--- config.mk ---
export PLATFORM = sky130hd
export DESIGN_NAME = seq_pipe_sum_accum
export DESIGN_NICKNAME = d
export VERILOG_FILES = /design/src/rtl/seq_pipe_sum_accum.sv
export SDC_FILE = /design/constraint.sdc
export NUM_CORES = 1
export LEC_CHECK = 0
export CAP_MARGIN = 20
export CORE_ASPECT_RATIO = 1.2
export CORE_MARGIN = 4
export CORE_UTILIZATION = 45
export CTS_CLUSTER_DIAMETER = 50
export DETAILED_ROUTE_END_ITERATION = 6
export GPL_ROUTABILITY_DRIVEN = 0
export PLACE_DENSITY_LB_ADDON = 0.2
export SLEW_MARGIN = 25
export SYNTH_ARGS = -nofsm -noshare
export SYNTH_HDL_FRONTEND = slang
export SYNTH_SLANG_ARGS = --single-unit
--- constraint.sdc ---
create_clock -name clk -period 2.8 [get_ports clk]
set_input_delay 0.28 -clock clk [delete_from_list [all_inputs] [get_ports clk]]
set_output_delay 0.28 -clock clk [all_outputs]
set_load 0.05 [all_outputs]
--- src/rtl/seq_pipe_sum_accum.sv ---
// Window accumulator for the 8-bit add3 pipeline sum stream: sums NSAMPLES
// accepted samples and presents the total on a val/rdy port, holding it under backpressure.
module seq_pipe_sum_accum #(
   parameter int unsigned NSAMPLES  = 4,
   parameter int unsigned OUT_NBITS = 16
) (
   input  logic                 clk,
   input  logic                 reset,
   input  logic                 in_val,
   output logic                 in_rdy,
   input  logic [7:0]           in,
   output logic                 out_val,
   input  logic                 out_rdy,
   output logic [OUT_NBITS-1:0] out
);

   localparam logic [7:0] LAST_CNT = 8'(NSAMPLES - 1);

   typedef enum logic {ACCUM, DONE} state_t;

   state_t               state;
   logic [OUT_NBITS-1:0] acc;
   logic [7:0]           cnt;
   logic                 in_xfer;
   logic [OUT_NBITS-1:0] sample;
   logic [OUT_NBITS-1:0] sum;

   // Decodes depend only on state and out_rdy, so there is no in->out path.
   assign out_val = (state == DONE);
   assign in_rdy  = (state == ACCUM) | ((state == DONE) & out_rdy);
   assign in_xfer = in_val & in_rdy;
   assign sample  = OUT_NBITS'(in);
   assign sum     = acc + sample;

   always_ff @(posedge clk) begin
      if (reset) begin
         state <= ACCUM;
         acc   <= '0;
         cnt   <= '0;
         out   <= '0;
      end else begin
         case (state)
            ACCUM: begin
               if (in_xfer) begin
                  if (cnt == LAST_CNT) begin
                     out   <= sum;
                     acc   <= '0;
                     cnt   <= '0;
                     state <= DONE;
                  end else begin
                     acc <= sum;
                     cnt <= cnt + 8'd1;
                  end
               end
            end
            DONE: begin
               // Draining while a new sample arrives starts the next window with no bubble.
               if (out_rdy) begin
                  if (in_xfer) begin
                     if (NSAMPLES == 1) begin
                        out <= sample;
                     end else begin
                        acc   <= sample;
                        cnt   <= 8'd1;
                        state <= ACCUM;
                     end
                  end else begin
                     state <= ACCUM;
                  end
               end
            end
         endcase
      end
   end

endmodule

==> load_flow_metrics.sql <==
INSERT INTO impl_metrics (metric_group, metric, value, unit) VALUES
('sta', 'fmax', '443.1', 'MHz'),
('grt', 'grt_pass1_vias', '2042', ''),
('die', 'top_level_ports', '30', ''),
('detailed_routing', 'wire_per_inst', '15.63', 'um'),
('setup_path', 'worstPathArrival', '2440', 'ps'),
('setup_path', 'critical_path.startpoint_type', 'input pin', ''),
('sta', 'final.setup.tns', '0', 'ps'),
('clock_network', 'clock_tree.buffer_depth', '2', ''),
('setup_path', 'worstPathMaxFanout', '3', ''),
('detailed_routing', 'wire_length_reported_by_the_detailed_router', '5.625', 'mm'),
('die', 'fp.dieW', '73.77', 'um'),
('sta', 'worst_slew_pin_slew', '730.2', 'ps'),
('finish', 'area_delta_synth_final', '18.96', '%'),
('yosys', 'yosysTopAreaCell', 'sky130_fd_sc_hd__dfxtp_1', ''),
('detailed_routing', 'detail_route.iter0.violations', '85', ''),
('detailed_routing', 'post-route-drc-count', '0', ''),
('grt', 'antenna_found_initial', '0', ''),
('clock_network', 'postCtsSetupBuffers', '0', ''),
('yosys', 'post_synth_inst_count', '272', ''),
('finish', 'n_antenna_cell', '0', ''),
('placed_design', 'placedCellCount', '352', ''),
('pwr', 'power.ir.vdd_worst', '0.2569', 'mV'),
('pwr', 'pwr_density', '468.4', 'nW/um2'),
('pwr', 'leakagePower', '0.9630', 'nW'),
('finish', 'fillCellCount', '463', ''),
('yosys', 'synth_fp_nets', '294', ''),
('grt', 'grtUsageTotal', '19.21', '%'),
('sta', 'finish_stage_setup_viols', '0', ''),
('yosys', 'share_of_synthesized_flip_flops_with_an_asynchronous_set_or_reset', '0', '%'),
('sta', 'rsz0062_at_grt', 'false', ''),
('die', 'die_area', '6412', 'um2'),
('sta', 'slew_violations', '0', ''),
('clock_network', 'post_cts_hold_buffer_count', '0', ''),
('finish', 'design.final.nets', '321', ''),
('die', 'die-height', '86.93', 'um'),
('grt', 'grt_start_max_net_pins', '23', ''),
('setup_path', 'end_kind', 'flop', ''),
('yosys', 'synth_seq_cells', '41', ''),
('grt', 'overflow', '0', ''),
('detailed_routing', 'dr_total_vias', '2107', ''),
('clock_network', 'clock_insertion_delay_worst_skew', '290', 'ps'),
('yosys', 'synth_enable_flop_cells', '0', ''),
('clock_network', 'cts_made_buffers', '5', ''),
('job', 'max-cap-violations', '0', ''),
('yosys', 'netlist_area', '2336', 'um2'),
('yosys', 'synthFlopType', 'sky130_fd_sc_hd__dfxtp_1', ''),
('yosys', 'synthesis.area_per_instance', '8.588', 'um2'),
('clock_network', 'cts.clk_slew.worst_paths', '80', 'ps'),
('clock_network', 'tritoncts_num_sinks', '41', ''),
('sta', 'hold_slack', '456.9', 'ps'),
('yosys', 'synth-seq-area-share', '35.14', '%'),
('placed_design', 'place.detailed.hpwl', '3.990', 'mm'),
('sta', 'clock_skew', '3.475', 'ps'),
('detailed_routing', 'postRouteAntennaNets', '0', ''),
('run_status', 'outcome', 'finished, final reports clean', ''),
('clock_network', 'cts_repair_resize_count', '0', ''),
('yosys', 'synth.distinct_cells', '52', ''),
('detailed_routing', 'via_per_inst', '5.853', ''),
('pwr', 'post-layout-total-power', '1.302', 'mW'),
('yosys', 'post_synth_main_area_contributors', 'sky130_fd_sc_hd__dfxtp_1 35%, sky130_fd_sc_hd__a21oi_1 5.6%, sky130_fd_sc_hd__ha_1 4.8%', ''),
('sta', 'report.final.hold_viol_count', '0', ''),
('yosys', 'yosysWarnings', '0', ''),
('detailed_routing', 'drt_first_pass_iters', '4', ''),
('sta', 'relSlewSlack', '51.32', '%'),
('sta', 'min_period_over_period', '80.60', '%'),
('grt', 'grt_pass1_wl', '9.660', 'mm'),
('finish', 'drive_gt1_share', '9.667', '%'),
('yosys', 'synth.top_cell.area_share', '35.14', '%'),
('setup_path', 'setup.worst_path.class', 'in2reg', ''),
('finish', 'layout_common_cells', '41 x sky130_fd_sc_hd__dfxtp_1, 29 x sky130_fd_sc_hd__clkdlybuf4s50_1, 26 x sky130_fd_sc_hd__a21oi_1', ''),
('finish', 'final-instance-count-excl-fill', '360', ''),
('clock_network', 'deepest_level_of_the_cts_h_tree', '2', ''),
('setup_path', 'timing.critical_path.required', '2980', 'ps'),
('min_path', 'timing.hold.worst.class', 'reg2reg', ''),
('finish', 'layout_commonest_cell', 'sky130_fd_sc_hd__dfxtp_1', ''),
('clock_network', 'cts_tree', 'yes', ''),
('clock_network', 'clock_tree.root_cell', 'sky130_fd_sc_hd__clkbuf_8', ''),
('die', 'floorplan.initialDensity', '46.96', '%'),
('die', 'core_region', '4975', 'um2'),
('sta', 'post-route-min-period', '2257', 'ps'),
('placed_design', 'port-buffer-count', '29', ''),
('die', 'fp-row-count', '28', '');
layout make-up:
type	instances	area, um2	share of cell area (%)
Inverter	3	11.26	0.4052
Sequential cell	41	820.8	29.54
Tap cell	60	75.07	2.701
Timing Repair Buffer	36	355.3	12.79
Clock buffer	8	80.08	2.882
Multi-Input combinational cell	212	1436	51.69
cells by family (layout without fill, tap and decap cells):
logic type,Yosys count,after routing,share of synthesized area (%)
buffers and inverters,19,47,3.374
AND/OR/NAND/NOR,111,111,26.83
AO/OA/AOI/OAI,77,77,23.73
flip-flops,41,41,35.14
adder cells (fa/ha/maj),10,10,5.678
XOR/XNOR,14,14,5.249
layer usage:
metal  up-vias  part of all wire [%]  GRT usage, %
li1       1069                     -             -
met1      1007                    46         22.83
met2        25                    50         33.95
met3         6                   3.0         4.388
met4         0                   1.2         5.601
met5         -                     0             0
power by group:
group	internal (mW)	total [mW]	leakage, nW	switching (mW)
clock network	0.177	0.378	0.0395	0.200
logic	0.128	0.301	0.591	0.174
registers	0.605	0.623	0.333	0.0171
total	0.911	1.30	0.963	0.391
worst max-delay path: stages:
cell                              delay [ps]
sky130_fd_sc_hd__clkdlybuf4s50_1         420
sky130_fd_sc_hd__ha_1                    250
sky130_fd_sc_hd__fa_1                    430
sky130_fd_sc_hd__a21o_1                  240
sky130_fd_sc_hd__a221oi_1                320
sky130_fd_sc_hd__xnor2_1                 130
sky130_fd_sc_hd__a221oi_1                280
sky130_fd_sc_hd__nor2_1                   80
state kept, by name (all words and copies together) (netlist names):
name     count
acc         16
cnt          8
out         16
out_val      1
synthesized netlist by cell type (3+ instances only):
cell type and n:
sky130_fd_sc_hd__a211oi_1 7, sky130_fd_sc_hd__a21o_1 5, sky130_fd_sc_hd__a21oi_1 26, sky130_fd_sc_hd__a221oi_1 6, sky130_fd_sc_hd__a31oi_1 4, sky130_fd_sc_hd__and3_1 6, sky130_fd_sc_hd__and3_4 3, sky130_fd_sc_hd__buf_2 6
sky130_fd_sc_hd__clkbuf_1 9, sky130_fd_sc_hd__dfxtp_1 41, sky130_fd_sc_hd__ha_1 9, sky130_fd_sc_hd__inv_1 3, sky130_fd_sc_hd__nand2_1 23, sky130_fd_sc_hd__nand3_1 12, sky130_fd_sc_hd__nand3b_1 6, sky130_fd_sc_hd__nand4_1 4
sky130_fd_sc_hd__nor2_1 20, sky130_fd_sc_hd__nor2b_1 4, sky130_fd_sc_hd__nor3_1 12, sky130_fd_sc_hd__o21ai_0 5, sky130_fd_sc_hd__o21ai_1 4, sky130_fd_sc_hd__o31ai_2 3, sky130_fd_sc_hd__or3_1 5, sky130_fd_sc_hd__or4_1 3
sky130_fd_sc_hd__xnor2_1 10, sky130_fd_sc_hd__xor2_1 4
path summary, 6_finish.rpt:
path           from      to  slack, ps  cells after the start
min reg2reg  out[1]  out[1]        460                      2
min          out[1]  out[1]        460                      2
max           in[0]  acc[6]        540                      8
max reg2reg  acc[0]  acc[6]        670                      7
stage by stage:
stage	instance area, um2	worst slack (ps)	utilization (%)
after floorplan	2336	713.3	-
after global placement	2699	316.5	54.25
after detailed placement	2699	256.9	54.25
after CTS	2779	563.4	55.86
after global routing	2779	409.1	55.86
final	2779	543.2	55.86
Power figures use the tool's default switching activity.
